`src/rtl/spi_slave_pkg.sv`:
```
// spi_slave_pkg: shared constants and helpers for the SPI Mode 0 slave.
//   DEFAULT_DATA_WIDTH : default SPI word length in bits
//   SYNC_STAGES        : flip-flop depth of the pin synchronisers
//   bit_cnt_width()    : width of a counter that must hold 0..data_width
package spi_slave_pkg;

    localparam int DEFAULT_DATA_WIDTH = 8;
    localparam int SYNC_STAGES        = 2;

    function automatic int bit_cnt_width(input int data_width);
        return $clog2(data_width + 1);
    endfunction

endpackage

```
`src/rtl/spi_slave_sync.sv`:
```
// spi_slave_sync: N-stage flip-flop synchroniser with a selectable reset value.
// Ports:
//   clk_i     : destination clock
//   rst_i     : synchronous, active-high reset
//   rst_val_i : value every stage takes during reset
//   d_i       : asynchronous input
//   q_o       : synchronised output (STAGES cycles of latency)
module spi_slave_sync
    import spi_slave_pkg::*;
#(
    parameter int STAGES = SYNC_STAGES
) (
    input  logic clk_i,
    input  logic rst_i,
    input  logic rst_val_i,
    input  logic d_i,
    output logic q_o
);

    logic [STAGES-1:0] ff_q;

    always_ff @(posedge clk_i) begin
        if (rst_i) begin
            ff_q <= {STAGES{rst_val_i}};
        end else begin
            ff_q <= {ff_q[STAGES-2:0], d_i};
        end
    end

    assign q_o = ff_q[STAGES-1];

endmodule

```
`src/rtl/spi_slave.sv`:
```
// spi_slave: SPI Mode 0 (CPOL=0, CPHA=0), MSB-first slave, fully synchronous
// to i_clk. SCLK, CS_n and MOSI are oversampled through equal-latency
// synchronisers; i_clk must run at least 4x SCLK.
// Ports:
//   i_clk, i_rst            : system clock, synchronous active-high reset
//   i_sclk, i_cs_n, i_mosi  : asynchronous SPI pins from the master
//   o_miso                  : slave-out data (registered)
//   i_tx_data, i_tx_valid   : word for the next transfer, valid/ready handshake
//   o_tx_ready              : transmit holding register is empty
//   o_busy                  : synchronised chip select is asserted
//   o_rx_data               : last complete received word
//   o_data_valid            : one-cycle strobe when o_rx_data updates
// Handshake: a word is accepted on any rising i_clk edge where
//   i_tx_valid && o_tx_ready; while o_tx_ready is low i_tx_valid is ignored
//   and the holding register is never overwritten.
// Build option: define SPI_SLAVE_MISO_TRISTATE_EN to float o_miso (1'bz)
//   while deselected instead of driving 0.
module spi_slave
    import spi_slave_pkg::*;
#(
    parameter int DATA_WIDTH = DEFAULT_DATA_WIDTH
) (
    input  logic                  i_clk,
    input  logic                  i_rst,
    input  logic                  i_sclk,
    input  logic                  i_cs_n,
    input  logic                  i_mosi,
    output logic                  o_miso,
    input  logic [DATA_WIDTH-1:0] i_tx_data,
    input  logic                  i_tx_valid,
    output logic                  o_tx_ready,
    output logic                  o_busy,
    output logic [DATA_WIDTH-1:0] o_rx_data,
    output logic                  o_data_valid
);

    localparam int CW = bit_cnt_width(DATA_WIDTH);
    localparam logic [CW-1:0] LAST_BIT = CW'(DATA_WIDTH - 1);

    // ---------------- synchronisers ----------------
    logic sclk_s, cs_n_s, mosi_s;

    spi_slave_sync #(.STAGES(SYNC_STAGES)) u_sync_sclk (
        .clk_i(i_clk), .rst_i(i_rst), .rst_val_i(1'b0), .d_i(i_sclk), .q_o(sclk_s)
    );
    spi_slave_sync #(.STAGES(SYNC_STAGES)) u_sync_cs_n (
        .clk_i(i_clk), .rst_i(i_rst), .rst_val_i(1'b1), .d_i(i_cs_n), .q_o(cs_n_s)
    );
    spi_slave_sync #(.STAGES(SYNC_STAGES)) u_sync_mosi (
        .clk_i(i_clk), .rst_i(i_rst), .rst_val_i(1'b0), .d_i(i_mosi), .q_o(mosi_s)
    );

    // ---------------- state ----------------
    logic                  sclk_prev_q, sclk_prev_d;
    logic                  cs_n_prev_q, cs_n_prev_d;
    logic [DATA_WIDTH-1:0] hold_q, hold_d;
    logic                  pending_q, pending_d;
    logic [DATA_WIDTH-1:0] tx_shift_q, tx_shift_d;
    logic [DATA_WIDTH-1:0] rx_shift_q, rx_shift_d;
    logic [CW-1:0]         bit_cnt_q, bit_cnt_d;
    logic [DATA_WIDTH-1:0] rx_data_q, rx_data_d;
    logic                  data_valid_q, data_valid_d;
    logic                  miso_q, miso_d;
    logic                  busy_q, busy_d;

    // ---------------- edge detection ----------------
    logic sclk_rise, cs_fall, cs_rise;
    logic tx_load;
    logic pending_eff;
    logic [DATA_WIDTH-1:0] hold_eff;
    logic word_done;
    logic shift_load;
    logic [DATA_WIDTH-1:0] rx_word;

    // SCLK edges only count while selected.
    assign sclk_rise = sclk_s & ~sclk_prev_q & ~cs_n_s;
    assign cs_fall   = ~cs_n_s & cs_n_prev_q;
    assign cs_rise   = cs_n_s & ~cs_n_prev_q;

    assign tx_load   = i_tx_valid & ~pending_q;

    // The holding-to-shift copy sees this cycle's write, so a load that
    // coincides with CS fall or word completion is used immediately.
    assign pending_eff = pending_q | tx_load;
    assign hold_eff    = tx_load ? i_tx_data : hold_q;

    assign word_done  = sclk_rise && (bit_cnt_q == LAST_BIT);
    assign shift_load = cs_fall | word_done;
    assign rx_word    = {rx_shift_q[DATA_WIDTH-2:0], mosi_s};

    always_comb begin
        sclk_prev_d  = sclk_s;
        cs_n_prev_d  = cs_n_s;
        hold_d       = hold_q;
        pending_d    = pending_q;
        tx_shift_d   = tx_shift_q;
        rx_shift_d   = rx_shift_q;
        bit_cnt_d    = bit_cnt_q;
        rx_data_d    = rx_data_q;
        data_valid_d = 1'b0;

        if (tx_load) begin
            hold_d    = i_tx_data;
            pending_d = 1'b1;
        end

        if (cs_rise) begin
            // Abort: partial word discarded, loaded tx word is lost,
            // a pending holding word is kept for the next transfer.
            bit_cnt_d  = '0;
            rx_shift_d = '0;
            tx_shift_d = '0;
        end else if (sclk_rise) begin
            rx_shift_d = rx_word;
            tx_shift_d = {tx_shift_q[DATA_WIDTH-2:0], 1'b0};
            bit_cnt_d  = bit_cnt_q + 1'b1;
            if (word_done) begin
                rx_data_d    = rx_word;
                data_valid_d = 1'b1;
                bit_cnt_d    = '0;
            end
        end

        if (shift_load && !cs_n_s) begin
            tx_shift_d = pending_eff ? hold_eff : '0;
            if (pending_eff) begin
                pending_d = 1'b0;
            end
        end

        // Registered from the next-state shift value so the new bit appears
        // one cycle after the detected edge, ahead of the next rising edge.
        miso_d = cs_n_s ? 1'b0 : tx_shift_d[DATA_WIDTH-1];
        busy_d = ~cs_n_s;
    end

    always_ff @(posedge i_clk) begin
        if (i_rst) begin
            sclk_prev_q  <= 1'b0;
            cs_n_prev_q  <= 1'b1;
            hold_q       <= '0;
            pending_q    <= 1'b0;
            tx_shift_q   <= '0;
            rx_shift_q   <= '0;
            bit_cnt_q    <= '0;
            rx_data_q    <= '0;
            data_valid_q <= 1'b0;
            miso_q       <= 1'b0;
            busy_q       <= 1'b0;
        end else begin
            sclk_prev_q  <= sclk_prev_d;
            cs_n_prev_q  <= cs_n_prev_d;
            hold_q       <= hold_d;
            pending_q    <= pending_d;
            tx_shift_q   <= tx_shift_d;
            rx_shift_q   <= rx_shift_d;
            bit_cnt_q    <= bit_cnt_d;
            rx_data_q    <= rx_data_d;
            data_valid_q <= data_valid_d;
            miso_q       <= miso_d;
            busy_q       <= busy_d;
        end
    end

    assign o_tx_ready   = ~pending_q;
    assign o_busy       = busy_q;
    assign o_rx_data    = rx_data_q;
    assign o_data_valid = data_valid_q;

`ifdef SPI_SLAVE_MISO_TRISTATE_EN
    assign o_miso = busy_q ? miso_q : 1'bz;
`else
    assign o_miso = miso_q;
`endif

endmodule

```
`config.mk`:
```
export PLATFORM = sky130hd
export DESIGN_NAME = spi_slave
export DESIGN_NICKNAME = d
export VERILOG_FILES = /design/src/rtl/spi_slave_pkg.sv /design/src/rtl/spi_slave_sync.sv /design/src/rtl/spi_slave.sv
export SDC_FILE = /design/constraint.sdc
export NUM_CORES = 1
export LEC_CHECK = 0
export ABC_AREA = 1
export CORE_ASPECT_RATIO = 1.75
export CORE_UTILIZATION = 50
export DETAILED_ROUTE_END_ITERATION = 10
export GPL_TIMING_DRIVEN = 0
export PLACE_DENSITY = 0.76
export SYNTH_ARGS = -nofsm -noshare
export SYNTH_HDL_FRONTEND = slang
export SYNTH_SLANG_ARGS = --single-unit
```
`constraint.sdc`:
```
create_clock -name i_clk -period 2.3 [get_ports i_clk]
set_input_delay 0.23 -clock i_clk [delete_from_list [all_inputs] [get_ports i_clk]]
set_output_delay 0.23 -clock i_clk [all_outputs]
set_load 0.02 [all_outputs]
```
==> impl_metrics.json <==
{
  "utilization_pct": 63.5,
  "cap_viol_max_count": 0,
  "drt_first_pass_iters": 4,
  "p_leak_nw": 1.01,
  "ys_types": 25,
  "path_max_fanout": 10,
  "clk_pin_slew_ns": 0.08,
  "synth_compound_area_share_pct": 8.60,
  "rsz0062_at_grt": "false",
  "syn_area_sq_um": 1920,
  "insertion_delay_ns": 0.30,
  "yosys_warnings": 0,
  "cp_data_required_time_ns": 2.07,
  "setup_slack_ns": 0.671,
  "synth_top_family_by_area": "simple AND/OR/NAND/NOR gates",
  "synth_xor_area_share_pct": 0,
  "final_cell_mix": "nand2_1, dfxtp_1, nor2_1",
  "antenna_found_initial": 0,
  "grt_first_pass_wirelength_um": 6690,
  "setup_viol": 0,
  "syn_area_per_cell_sq_um": 7.44,
  "skew_ns": 0.00734,
  "worstMarginPinSlew_ns": 0.559,
  "syn_nets": 273,
  "clock-sinks": 47,
  "grt_start_max_net_pins": 15,
  "die_h_um": 84.0,
  "grt_overflow": 0,
  "start_kind": "flip-flop",
  "timing.final.crit_share_pct": 70.8,
  "yosys.area.top_type": "dfxtp_1",
  "fmax_mhz": 614,
  "cts_max_path_buffers": 2,
  "drv_slew": 0,
  "core_sq_um": 3660,
  "die-area_sq_um": 4100,
  "syn_inst": 258,
  "htreeDepth": 2,
  "viasPerCell": 4.88,
  "pre_cts_slack_ns": 0.899,
  "num_rows": 29,
  "period_needed_ns": 1.63,
  "initial_core_util_pct": 52.4,
  "numCtsBuffers": 5,
  "gp_congestion": 0.832,
  "tritoncts": "yes",
  "dpl_cell_area_sq_um": 2210,
  "port_buffers": 23,
  "yosysTopAreaCellShare_pct": 49.0,
  "drtAntennaViolNets": 0,
  "end_kind": "output pin",
  "grt_use_total_pct": 20.9,
  "power.density_nw_per_um2": 691,
  "fin_nets": 303,
  "synth-seq-cells": 47,
  "critPathMaxStageDelay_ns": 0.63,
  "wl_um": 3640,
  "grt_pass1_vias": 1562,
  "dr_total_vias": 1636,
  "post_cts.repair.setup_buffers": 0,
  "slew-limit-headroom_pct": 62.6,
  "hpwl_um": 2740,
  "layout_commonest_cell": "nand2_1",
  "synth_mux_area_share_pct": 0,
  "drt-wirelength-per-cell_um": 10.9,
  "peakVddDrop_mv": 0.524,
  "cts_resized": 0,
  "outcome": "completed",
  "worstHoldPathType": "input pin to flip-flop",
  "hold_viol": 0,
  "setup_tns_ns": 0,
  "path_class": "flip-flop to output pin",
  "cpMaxStageDelayCell": "clkdlybuf4s50_1",
  "arrival_ns": 1.40,
  "synth-simple-area-share_pct": 32.2,
  "die_w_um": 48.9,
  "diodes": 0,
  "drc": 0,
  "yosys-top-cells-area": "dfxtp_1, nand2_1, nor2_1",
  "final_area_sq_um": 2330,
  "ios": 26,
  "synthAdderAreaFrac_pct": 0.651,
  "clockRootBuffer": "clkbuf_8",
  "syn_to_final_growth_pct": 21.1,
  "path_cells": "inv_2, clkdlybuf4s50_1",
  "drive_gt1_share_pct": 9.00,
  "drt_iter0_drc": 17,
  "hold_buffers": 0,
  "yosysSeqAreaShare_pct": 49.0,
  "finalPower_mw": 1.61
}
-- per-stage QoR --
stage,hold slack [ns],cells
final,0.200,335
after global routing,0.214,335
after CTS,0.203,335
after detailed placement,0.396,327
after global placement,0.390,327
after floorplan,0.334,258
-- synth_stat cells, drive strengths merged --
cell type and count:
nor2 39, o21ai 9, nand3b 8, ha 1, inv 31, buf 9, dfxtp 47, nand2 71
nand4 1, clkbuf 1, or2 2, nor3 2, a21oi 24, nand3 13
-- flip-flops by register name, indices dropped and copies added (netlist names) --
register,flops
o_miso,1
o_data_valid,1
u_sync_cs_n.ff_q,2
pending_q,1
u_sync_mosi.ff_q,2
u_sync_sclk.ff_q,2
o_rx_data,8
sclk_prev_q,1
o_busy,1
cs_n_prev_q,1
rx_shift_q,7
bit_cnt_q,4
hold_q,8
tx_shift_q,8
-- critical path: cells and delay by family, from the launching register on --
family   cells  cell delay (ns)
buf+inv      2             0.77
flops        1             0.33
-- path summary, 6_finish.rpt --
kind                                       start                        endpoint  slack [ns]  depth (start not counted)
setup / recovery            pending_q$_SDFF_PP0_                      o_tx_ready        0.67                          2
hold / removal                             i_rst         o_data_valid$_SDFF_PP0_        0.20                          2
setup reg to reg       bit_cnt_q[0]$_SDFFE_PP0P_               o_miso$_SDFF_PP0_        0.90                          7
hold reg to reg   u_sync_sclk.ff_q[0]$_SDFF_PP0_  u_sync_sclk.ff_q[1]$_SDFF_PP0_        0.41                          2
-- final cells by class --
| class | count | area [sq um] |
|---|---|---|
| clock buffers | 6 | 82.6 |
| fillers | 340 | 1340 |
| repair buffers | 23 | 230 |
| multi-input cells | 170 | 796 |
| flip-flops and latches | 47 | 941 |
| inverters | 31 | 116 |
| plain buffers | 10 | 67.6 |
| well taps | 46 | 57.6 |
| clock inverters | 2 | 35.0 |
-- kinds of logic after synthesis --
logic type      after synthesis
simple gates                136
flops                        47
buf+inv                      41
compound gates               33
fa+ha+maj                     1
-- where the power goes --
| part | switching, mW | internal, mW | leakage (nW) |
|---|---|---|---|
| clock | 0.271 | 0.352 | 0.0612 |
| combinational | 0.0783 | 0.0568 | 0.565 |
| sequential | 0.00931 | 0.840 | 0.383 |
-- layer usage --
layer | track usage, % | part of all wire, % | up-vias
met3 | 4.37 | 2.3 | 8
li1 | - | - | 856
met1 | 21.2 | 41 | 747
met4 | 9.63 | 2.2 | 0
met5 | 0 | 0 | -
met2 | 39.1 | 55 | 25
Power figures use the tool's default switching activity.
